==> src/rtl/btn_counter.sv <==
// Debounced up/down push-button counter with synchronous load and wrap/saturate limits.
// Latency: a stable press is seen by x and changed DB_CYCLES+3 clk edges after the button is first sampled high.
// Flow control: none. Every pulse is applied or discarded in the cycle it appears, and nothing is queued.
//
// Ports:
//   clk       system clock, rising edge
//   clr       asynchronous active-high reset
//   btn_up    raw bouncing increment button (high = pressed)
//   btn_down  raw bouncing decrement button (high = pressed)
//   load      synchronous load strobe; x <= min(din, MAX_VAL)
//   din       load value
//   wrap_en   1 = wrap at 0/MAX_VAL, 0 = saturate
//   x         registered count, always within 0..MAX_VAL
//   changed   one-cycle pulse in the first cycle x shows a new value

// Per-button synchroniser plus debounce FSM; emits one registered pulse per accepted press.
module btn_counter_db #(
  parameter int DB_CYCLES = 500000
) (
  input  logic clk,
  input  logic clr,
  input  logic btn,
  output logic press
);

  typedef enum logic [1:0] {IDLE, PRESS_WAIT, HELD, REL_WAIT} state_t;

  localparam logic [19:0] DB_LAST = 20'(DB_CYCLES - 1);

  logic [1:0]  sync_q;
  logic        btn_s;
  state_t      state, state_nxt;
  logic [19:0] cnt, cnt_nxt;
  logic        press_nxt;

  // Two-flop synchroniser; nothing downstream looks at the raw pin.
  always_ff @(posedge clk or posedge clr) begin
    if (clr) sync_q <= 2'b00;
    else     sync_q <= {sync_q[0], btn};
  end

  assign btn_s = sync_q[1];

  always_ff @(posedge clk or posedge clr) begin
    if (clr) begin
      state <= IDLE;
      cnt   <= '0;
      press <= 1'b0;
    end else begin
      state <= state_nxt;
      cnt   <= cnt_nxt;
      press <= press_nxt;
    end
  end

  // Any sample that disagrees with the level being qualified drops the FSM
  // back to the settled state, so only an unbroken run of DB_CYCLES+1 samples
  // flips the debounced level. HELD never re-fires: no auto-repeat.
  always_comb begin
    state_nxt = state;
    cnt_nxt   = cnt;
    press_nxt = 1'b0;
    case (state)
      IDLE: begin
        if (btn_s) begin
          state_nxt = PRESS_WAIT;
          cnt_nxt   = '0;
        end
      end
      PRESS_WAIT: begin
        if (!btn_s) begin
          state_nxt = IDLE;
        end else if (cnt == DB_LAST) begin
          state_nxt = HELD;
          press_nxt = 1'b1;
        end else begin
          cnt_nxt = cnt + 20'd1;
        end
      end
      HELD: begin
        if (!btn_s) begin
          state_nxt = REL_WAIT;
          cnt_nxt   = '0;
        end
      end
      REL_WAIT: begin
        if (btn_s) begin
          state_nxt = HELD;
        end else if (cnt == DB_LAST) begin
          state_nxt = IDLE;
        end else begin
          cnt_nxt = cnt + 20'd1;
        end
      end
      default: begin
        state_nxt = IDLE;
        cnt_nxt   = '0;
      end
    endcase
  end

endmodule

module btn_counter #(
  parameter int DB_CYCLES = 500000,
  parameter int MAX_VAL   = 255
) (
  input  logic       clk,
  input  logic       clr,
  input  logic       btn_up,
  input  logic       btn_down,
  input  logic       load,
  input  logic [7:0] din,
  input  logic       wrap_en,
  output logic [7:0] x,
  output logic       changed
);

  localparam logic [7:0] MAX8 = 8'(MAX_VAL);

  logic       up_p, down_p;
  logic [7:0] x_nxt;

  btn_counter_db #(.DB_CYCLES(DB_CYCLES)) u_db_up (
    .clk   (clk),
    .clr   (clr),
    .btn   (btn_up),
    .press (up_p)
  );

  btn_counter_db #(.DB_CYCLES(DB_CYCLES)) u_db_down (
    .clk   (clk),
    .clr   (clr),
    .btn   (btn_down),
    .press (down_p)
  );

  // Load wins outright, so a pulse landing on a load cycle is lost rather
  // than deferred. Simultaneous up and down cancel.
  always_comb begin
    x_nxt = x;
    if (load) begin
      x_nxt = (din > MAX8) ? MAX8 : din;
    end else if (up_p && down_p) begin
      x_nxt = x;
    end else if (up_p) begin
      if (x == MAX8) x_nxt = wrap_en ? 8'd0 : MAX8;
      else           x_nxt = x + 8'd1;
    end else if (down_p) begin
      if (x == 8'd0) x_nxt = wrap_en ? MAX8 : 8'd0;
      else           x_nxt = x - 8'd1;
    end
  end

  // changed is registered alongside x, so it marks the first cycle of a new value.
  // A saturated press or an equal-value load leaves it low.
  always_ff @(posedge clk or posedge clr) begin
    if (clr) begin
      x       <= 8'd0;
      changed <= 1'b0;
    end else begin
      x       <= x_nxt;
      changed <= (x_nxt != x);
    end
  end

endmodule

==> config.mk <==
export PLATFORM = sky130hd
export DESIGN_NAME = btn_counter
export DESIGN_NICKNAME = d
export VERILOG_FILES = /design/src/rtl/btn_counter.sv
export SDC_FILE = /design/constraint.sdc
export NUM_CORES = 1
export LEC_CHECK = 0
export CAP_MARGIN = 0
export CORE_MARGIN = 8
export CORE_UTILIZATION = 40
export CTS_CLUSTER_SIZE = 24
export DETAILED_ROUTE_END_ITERATION = 12
export DONT_BUFFER_PORTS = 1
export PLACE_DENSITY = 0.63
export SLEW_MARGIN = 5
export SYNTH_ARGS = -nofsm -noshare
export SYNTH_HDL_FRONTEND = slang
export SYNTH_SLANG_ARGS = --single-unit
==> constraint.sdc <==
create_clock -name clk -period 3.3 [get_ports clk]
set_input_delay 0.33 -clock clk [delete_from_list [all_inputs] [get_ports clk]]
set_output_delay 0.33 -clock clk [all_outputs]
set_load 0.005 [all_outputs]
==> impl_metrics.toml, run 1 <==
[run_status]
status = "completed"

[critical_path]
crit_end = "changed$_DFF_PP0_"
worstSetupStartpointType = "flop"
required_ns = 3.50
r2r_end = "changed$_DFF_PP0_"
crit_path_start = "x[1]$_DFF_PP0_"
cp-end-kind = "flop"
critPathMaxFanout = 10
worst_r2r_startpoint = "x[1]$_DFF_PP0_"
r2r_setup_slack_ns = 0.49
cp.arrival_ns = 3.01
critical_path_class = "flop to flop"
ff2ff_path_depth = 8

[sta]
slew_headroom_pct = 38.90
setup_violations = 0
skew_ns = 0.01865
max_freq_mhz = 355.5
tightest_slew_ns = 0.9151
min_period_ns = 2.813
timing.setup.tns_ns = 0
slew_violations = 0
grt_setup_unrepaired = "no"
final_hold_viol_count = 0
period_share_pct = 85.24

[cts]
cts_root_buf = "clkbuf_8"
clock_sinks = 59
cts_resized = 0
postCtsSetupBuffers = 0
htree_num_levels = 3
clockBufferDepth = 2
cts_buffers = 9
cts.clk_slew.worst_paths_ns = 0.07
tritoncts = "yes"
clkLatencyLatePin_ns = 0.34

[detailed_routing]
drt-initial-drc-count = 261
ant_nets = 0
drt-total-wl_um = 9471
dr.pass1.iters = 4
num_vias = 3351
vias_per_cell = 5.838
drc = 0
post_drt_wl_per_cell_um = 16.50

[placement]
gp_congestion = 0.9133
dp.cells = 556
portBuffers = 0
dpl.hpwl_um = 6634
placedInstanceArea_um2 = 3969

[layout]
final_nets = 454
drive_above_1_share_pct = 9.070
finish.instance_area_um2 = 4264
stdcell_count = 574
antenna_cells = 0
synthToLayoutAreaGrowth_pct = 10.61

[global_routing]
grt.total_usage_pct = 15.45
antenna_found_initial = 0
overflow = 0
grt_max_degree = 44
grt_pass1_vias = 3337
grt_pass1_wl_um = 16300

[flow_run]
drv_cap = 0

[floorplan]
core_um2 = 9549
fp.dieArea_um2 = 13030
dieHeight_um = 114.2
initial_core_util_pct = 40.37
num_rows = 36
ios = 23
die_w_um = 114.2

[logic_synthesis]
synthFlopType = "dfrtp_1"
synth_nets = 458
synth_cell_types = 66
ys_seq_area_share_pct = 38.30
avgSynthCellArea_um2 = 8.761
async_flop_share_pct = 100.0
yosys_warnings = 0
ys_ff_latch = 59
netlist_instances = 440
syn_area_um2 = 3855
synth_edf_count = 0

[pwr]
powerDensity_nw_per_um2 = 445.3
peakVddDrop_v = 0.0002446
finalPower_uw = 1899
p_leak_uw = 0.001662

[min_path]
hold_class = "input pin to asynchronous set/reset pin"
==> registers in the layout, indices dropped and copies added (netlist names), 2 cells and up, named ones only <==
name,cells
x,8
u_db_up.cnt,20
u_db_down.cnt,20
u_db_down.sync_q,2
u_db_up.sync_q,2
==> worst min-delay path by stage <==
stage,start,to,depth (start not counted)
floorplan,u_db_down.sync_q[0]$_DFF_PP0_,u_db_down.sync_q[1]$_DFF_PP0_,0
global placement,u_db_up.sync_q[0]$_DFF_PP0_,u_db_up.sync_q[1]$_DFF_PP0_,0
detailed placement,u_db_down.sync_q[0]$_DFF_PP0_,u_db_down.sync_q[1]$_DFF_PP0_,0
CTS,btn_up,u_db_up.sync_q[0]$_DFF_PP0_,0
global route,load,x[1]$_DFF_PP0_,1
finish,clr,u_db_down.cnt[18]$_DFFE_PP0P_,1
==> cells in the mapped netlist, types with 2 or more instances <==
cell type  number  share of area, %
a22oi_1         2              0.39
xnor2_1        21               4.8
buf_4           2              0.39
a211oi_1        2              0.39
a41oi_1         4              0.91
nor4_1         14               2.3
nor3_1         16               2.1
or4_4           2              0.58
o211ai_1        6               1.2
a311oi_2        2              0.78
nand3_1        16               2.1
o2111ai_1       3              0.68
a21oi_1        10               1.3
and3_1          9               1.5
or3_1           9               1.5
nand2b_1        5              0.81
nand4b_1        2              0.45
nor2_1         43               4.2
a2111oi_0       2              0.45
inv_1          19               1.9
nand4_1        13               2.1
or4_1           4              0.78
buf_2           6              0.78
a31oi_1         7               1.1
and4_1          9               2.0
o31ai_1         5              0.97
xor2_1         14               3.2
mux2_2          4               1.2
clkbuf_1       17               1.7
o21ai_0        27               3.5
nor3b_1         3              0.58
a21o_1          3              0.58
and2_1          5              0.81
nor4b_1         4              0.91
nand2_1        35               3.4
ha_1            4               1.3
nor2b_1         4              0.65
dfrtp_1        59                38
==> layout by cell type (no fill, tap or decap), drive strengths merged, types with 13 or more instances in the layout <==
cell    n
dfrtp  59
nor2   43
nand2  35
o21ai  27
xnor2  21
inv    20
nor3   17
nand3  16
xor2   14
nor4   14
nand4  13
==> report_power, final <==
part / internal (uW) / switching, uW
clock network: 620 / 290
registers: 746 / 42.1
logic: 76.0 / 125
==> worst max-delay path, stage by stage, from the launching register on <==
cell and delay (ns):
dfrtp_1 0.50, inv_1 0.15, ha_1 0.29, or3b_1 0.48
mux2_2 0.32, a311oi_2 0.33, o32ai_1 0.16, nor4b_2 0.30
nand4_1 0.14
==> area by class of cell <==
| cell class | instances | area [um2] |
|---|---|---|
| Clock buffer | 12 | 155.1 |
| Clock inverter | 4 | 120.1 |
| Fill cell | 948 | 5285 |
| Inverter | 20 | 75.07 |
| Multi-Input combinational cell | 335 | 2183 |
| Sequential cell | 59 | 1476 |
| Tap cell | 133 | 166.4 |
| Timing Repair Buffer | 11 | 87.58 |
==> logic make-up after synthesis <==
| kind of cell | count (synthesis) | synth area share (%) |
|---|---|---|
| flip-flops | 59 | 38.30 |
| multiplexers | 4 | 1.168 |
| buffers and inverters | 46 | 5.063 |
| AND/OR/NAND/NOR | 201 | 28.85 |
| adder cells (fa/ha/maj) | 4 | 1.298 |
| AO/OA/AOI/OAI | 91 | 17.36 |
| XOR/XNOR | 35 | 7.952 |
==> routing by layer <==
| metal | up-vias | share of wire, % | track usage (%) |
|---|---|---|---|
| met2 | 93 | 47 | 24.57 |
| li1 | 1610 | - | - |
| met1 | 1625 | 45 | 19.11 |
| met5 | - | 0 | 0 |
| met3 | 23 | 5.3 | 2.954 |
| met4 | 0 | 3.1 | 9.139 |
==> per-stage QoR <==
step / hold WS, ns / utilization [%] / worst slack (ns)
global route: 0.09288 / 44.65 / 0.2830
floorplan: 0.3312 / - / 0.7533
finish: 0.06796 / 44.65 / 0.4872
global placement: 0.3352 / 41.56 / 0.6189
CTS: 0.0009859 / 44.44 / 0.5094
detailed placement: 0.3355 / 41.56 / 0.5165
==> timing repair <==
item | 4_1_cts | 5_1_grt
setup endpoints to repair | 0 | 0
hold endpoints to repair | 0 | 2
hold buffers | 0 | 2
Power figures use the tool's default switching activity.
==> run 2, diff against run 1 <==
--- a/config.mk
+++ b/config.mk
@@ -7,11 +7,11 @@
 export LEC_CHECK = 0
 export CAP_MARGIN = 0
 export CORE_MARGIN = 8
-export CORE_UTILIZATION = 40
+export CORE_UTILIZATION = 60
 export CTS_CLUSTER_SIZE = 24
 export DETAILED_ROUTE_END_ITERATION = 12
 export DONT_BUFFER_PORTS = 1
-export PLACE_DENSITY = 0.63
+export PLACE_DENSITY = 0.85
 export SLEW_MARGIN = 5
 export SYNTH_ARGS = -nofsm -noshare
 export SYNTH_HDL_FRONTEND = slang
==> constraint.sdc (replaced) <==
create_clock -name clk -period 3 [get_ports clk]
set_input_delay 0.3 -clock clk [delete_from_list [all_inputs] [get_ports clk]]
set_output_delay 0.3 -clock clk [all_outputs]
set_load 0.005 [all_outputs]
==> impl_metrics.toml, run 2 (synthesized netlist as in run 1, its figures left out) <==
[critical_path]
cp_slowest_cell = "dfrtp_1"
worst_r2r_startpoint = "x[0]$_DFF_PP0_"
ff2ff_path_depth = 8
r2r_setup_slack_ns = 0.27
cp-end-kind = "flop"
worstSetupStartpointType = "flop"
cp.arrival_ns = 2.94
critical_path_class = "flop to flop"
r2r_end = "changed$_DFF_PP0_"
cp_num_buf_inv = 1
max_stage_delay_ns = 0.51
crit_path_start = "x[0]$_DFF_PP0_"
critPathMaxFanout = 12
path_cells = "inv_1, ha_1, or3b_1, mux2_2, a311oi_2, o32ai_1, nor4b_2, nand4_1"
required_ns = 3.21
cpLargestDelayFamily = "simple AND/OR/NAND/NOR gates"

[floorplan]
dieHeight_um = 96.16
fp.dieArea_um2 = 9246
ios = 23
initial_core_util_pct = 61.41
die_w_um = 96.16
core_um2 = 6277
num_rows = 29

[cts]
cts_buffers = 9
clock_sinks = 59
cts.clk_slew.worst_paths_ns = 0.07
postCtsSetupBuffers = 0
clockBufferDepth = 2
cts_root_buf = "clkbuf_8"
tritoncts = "yes"
htree_num_levels = 3
clkLatencyLatePin_ns = 0.34

[detailed_routing]
vias_per_cell = 6.710
num_vias = 3523
drt-initial-drc-count = 256
post_drt_wl_per_cell_um = 17.78
drc = 0
dr.pass1.iters = 5
drt-total-wl_um = 9334
ant_nets = 0

[min_path]
min_path_cells = 1
min_to = "x[5]$_DFF_PP0_"
min_from = "din[5]"
hold_class = "input pin to flop"

[sta]
timing.setup.tns_ns = 0
skew_ns = 0.008580
hold_slack_ns = 0.07075
final_hold_viol_count = 0
period_share_pct = 90.90
max_freq_mhz = 366.7
min_period_ns = 2.727
setup_violations = 0
tightest_slew_ns = 0.7039
grt_setup_unrepaired = "no"
slew_headroom_pct = 51.86
slew_violations = 0

[layout]
finish.instance_area_um2 = 4146
layout_common_cells = "dfrtp_1 (59), nor2_1 (43), nand2_1 (35)"
drive_above_1_share_pct = 9.821
reg_top3 = "u_db_down.cnt: 20 flops, u_db_up.cnt: 20 flops, x: 8 flops"
synthToLayoutAreaGrowth_pct = 7.563
antenna_cells = 0
final_nets = 461
utilization_pct = 66.06
final_common_cell = "dfrtp_1"

[pwr]
powerDensity_nw_per_um2 = 419.5
finalPower_uw = 1739
peakVddDrop_v = 0.0003745
p_leak_uw = 0.001649

[run_status]
status = "completed"

[global_routing]
grt_pass1_vias = 3411
overflow = 0
grt_pass1_wl_um = 15570
antenna_found_initial = 0
grt_max_degree = 33
grt.total_usage_pct = 21.50

[placement]
dpl.hpwl_um = 6548
portBuffers = 0
placedInstanceArea_um2 = 3944
gp_congestion = 1.039

[flow_run]
drv_cap = 0
## run 2: cell types whose count changed in the layout (fill, tap and decap cells not counted), sizes merged
cell,before,now
buf,9,15
bufinv,4,0
dlygate4sd3,2,3
clkbuf,12,14
clkinv,0,2
## run 2: cell type report
cell class | instances | area [um2]
Sequential cell | 59 | 1476
Multi-Input combinational cell | 335 | 2183
Clock buffer | 14 | 162.7
Inverter | 20 | 75.07
Tap cell | 77 | 96.34
Timing Repair Buffer | 18 | 142.6
Clock inverter | 2 | 10.01
Fill cell | 507 | 2131
## run 2: where the power goes
part / internal, uW / switching (uW)
Combinational: 92.7 / 156
Clock: 343 / 296
Sequential: 821 / 30.9
## run 2: per-layer routing
| layer | wire [um] | global-route usage, % |
|---|---|---|
| met1 | 3726 | 25.48 |
| met3 | 879 | 4.992 |
| met4 | 223 | 11.78 |
| met5 | 0 | 0 |
| met2 | 4504 | 35.30 |
## run 2: timing repair
item	4_1_cts	5_1_grt
hold buffers	3	0
gates resized for setup	0	0
hold endpoints to repair	33	0
## run 2: through the flow
| stage | instances | worst slack (ns) |
|---|---|---|
| 2_1_floorplan | 440 | 0.4533 |
| 3_3_place_gp | 506 | 0.3732 |
| 3_5_place_dp | 506 | 0.2734 |
| 4_1_cts | 525 | 0.2583 |
| 5_1_grt | 525 | 0.1468 |
| 6_report | 525 | 0.2730 |
## run 2: how the worst max path moves through the flow
| stage | endpoint | slack (ns) | cells past startpoint |
|---|---|---|---|
| global route | changed$_DFF_PP0_ | 0.15 | 8 |
| CTS | changed$_DFF_PP0_ | 0.26 | 8 |
| floorplan | changed$_DFF_PP0_ | 0.45 | 10 |
| detailed placement | changed$_DFF_PP0_ | 0.27 | 8 |
| finish | changed$_DFF_PP0_ | 0.27 | 8 |
| global placement | changed$_DFF_PP0_ | 0.37 | 8 |
==> run 3, diff against run 2 <==
--- a/config.mk
+++ b/config.mk
@@ -7,11 +7,11 @@
 export LEC_CHECK = 0
 export CAP_MARGIN = 0
 export CORE_MARGIN = 8
-export CORE_UTILIZATION = 60
+export CORE_UTILIZATION = 64
 export CTS_CLUSTER_SIZE = 24
 export DETAILED_ROUTE_END_ITERATION = 12
 export DONT_BUFFER_PORTS = 1
-export PLACE_DENSITY = 0.85
+export PLACE_DENSITY = 0.89
 export SLEW_MARGIN = 5
 export SYNTH_ARGS = -nofsm -noshare
 export SYNTH_HDL_FRONTEND = slang
==> impl_metrics.toml, run 3 (synthesized netlist as in run 1, its figures left out) <==
[run_status]
status = "completed"

[critical_path]
critPathMaxFanout = 7
required_ns = 3.20
cp-end-kind = "flop"
worstSetupStartpointType = "flop"
cp.arrival_ns = 2.80
max_stage_delay_ns = 0.48
cp_slowest_cell = "or3b_1"
critical_path_class = "flop to flop"
path_cells = "inv_1, ha_1, or3b_1, mux2_2, a311oi_2, o32ai_1, nor4b_2, nand4_1"

[sta]
slew_violations = 0
slew_headroom_pct = 50.88
tightest_slew_ns = 0.7182
max_freq_mhz = 384.3
timing.setup.tns_ns = 0
setup_violations = 0
min_period_ns = 2.602
grt_setup_unrepaired = "no"
skew_ns = 0.01220
final_hold_viol_count = 0
period_share_pct = 86.75

[min_path]
hold_class = "input pin to flop"

[layout]
reg_top3 = "u_db_down.cnt: 20 flops, u_db_up.cnt: 20 flops, x: 8 flops"
final_common_cell = "dfrtp_1"
final_nets = 459
finish.instance_area_um2 = 4150
utilization_pct = 70.51
antenna_cells = 0
synthToLayoutAreaGrowth_pct = 7.660
drive_above_1_share_pct = 9.865
layout_common_cells = "dfrtp_1 (59), nor2_1 (43), nand2_1 (35)"

[detailed_routing]
vias_per_cell = 6.775
num_vias = 3530
drt-total-wl_um = 9438
ant_nets = 0
drt-initial-drc-count = 267
post_drt_wl_per_cell_um = 18.12
dr.pass1.iters = 5
drc = 0

[cts]
tritoncts = "yes"
cts_root_buf = "clkbuf_8"
cts.clk_slew.worst_paths_ns = 0.07
postCtsSetupBuffers = 0
hold_buffers = 3
cts_buffers = 9
htree_num_levels = 3
clkLatencyLatePin_ns = 0.34
clockBufferDepth = 2
cts_resized = 0
clock_sinks = 59

[global_routing]
antenna_found_initial = 0
grt_pass1_wl_um = 16010
overflow = 0
grt_pass1_vias = 3317
grt.total_usage_pct = 22.84
grt_max_degree = 39

[pwr]
p_leak_uw = 0.001647
powerDensity_nw_per_um2 = 434.8
peakVddDrop_v = 0.0004534
finalPower_uw = 1805

[flow_run]
drv_cap = 0

[floorplan]
core_um2 = 5886
fp.dieArea_um2 = 8763
initial_core_util_pct = 65.50
die_w_um = 93.61
dieHeight_um = 93.61
ios = 23
num_rows = 28

[placement]
placedInstanceArea_um2 = 3926
portBuffers = 0
dpl.hpwl_um = 6706
gp_congestion = 1.015
==> run 3: final cells by class <==
type	count	area [um2]
Inverter	20	75.07
Sequential cell	59	1476
Clock inverter	5	52.55
Clock buffer	11	141.4
Tap cell	75	93.84
Fill cell	462	1735
Timing Repair Buffer	16	127.6
Multi-Input combinational cell	335	2183
==> run 3: worst paths after layout <==
| path | start | end | depth (start not counted) | slack, ns |
|---|---|---|---|---|
| max | x[1]$_DFF_PP0_ | changed$_DFF_PP0_ | 8 | 0.40 |
| min | load | x[6]$_DFF_PP0_ | 1 | 0.09 |
| max reg2reg | x[1]$_DFF_PP0_ | changed$_DFF_PP0_ | 8 | 0.40 |
| min reg2reg | u_db_down.sync_q[0]$_DFF_PP0_ | u_db_down.sync_q[1]$_DFF_PP0_ | 0 | 0.35 |
| max in group asynchronous | clr | x[5]$_DFF_PP0_ | 3 | 1.72 |
| min in group asynchronous | clr | u_db_up.cnt[6]$_DFFE_PP0P_ | 2 | 0.43 |
==> run 3: worst max-delay path, delay by kind of cell (launching register included) <==
family | cells | cell delay (ns)
flip-flops | 1 | 0.38
AND/OR/NAND/NOR | 3 | 0.87
adder cells (fa/ha/maj) | 1 | 0.27
buffers and inverters | 1 | 0.09
multiplexers | 1 | 0.32
AO/OA/AOI/OAI | 2 | 0.53
==> run 3: routing by layer <==
metal  track usage, %  vias to the layer above  wire, um
met5                0                        -         0
met4            13.47                        0       331
met3            5.849                       35       816
met2            34.37                      188      4400
met1            29.02                     1683      3889
li1                 -                     1624         -
==> run 3: stage by stage <==
stage	hold slack [ns]	setup WS, ns	instances
floorplan	0.3312	0.4533	440
global placement	0.2274	0.5159	502
detailed placement	0.2330	0.4479	502
CTS	0.07069	0.4319	521
global route	0.08065	0.1620	521
finish	0.09231	0.3975	521
==> run 3: power by group <==
| part | switching (uW) | leakage [uW] | internal [uW] |
|---|---|---|---|
| registers | 36.0 | 0.000785 | 821 |
| logic | 150 | 0.000763 | 90.0 |
| clock network | 306 | 0.0000991 | 402 |
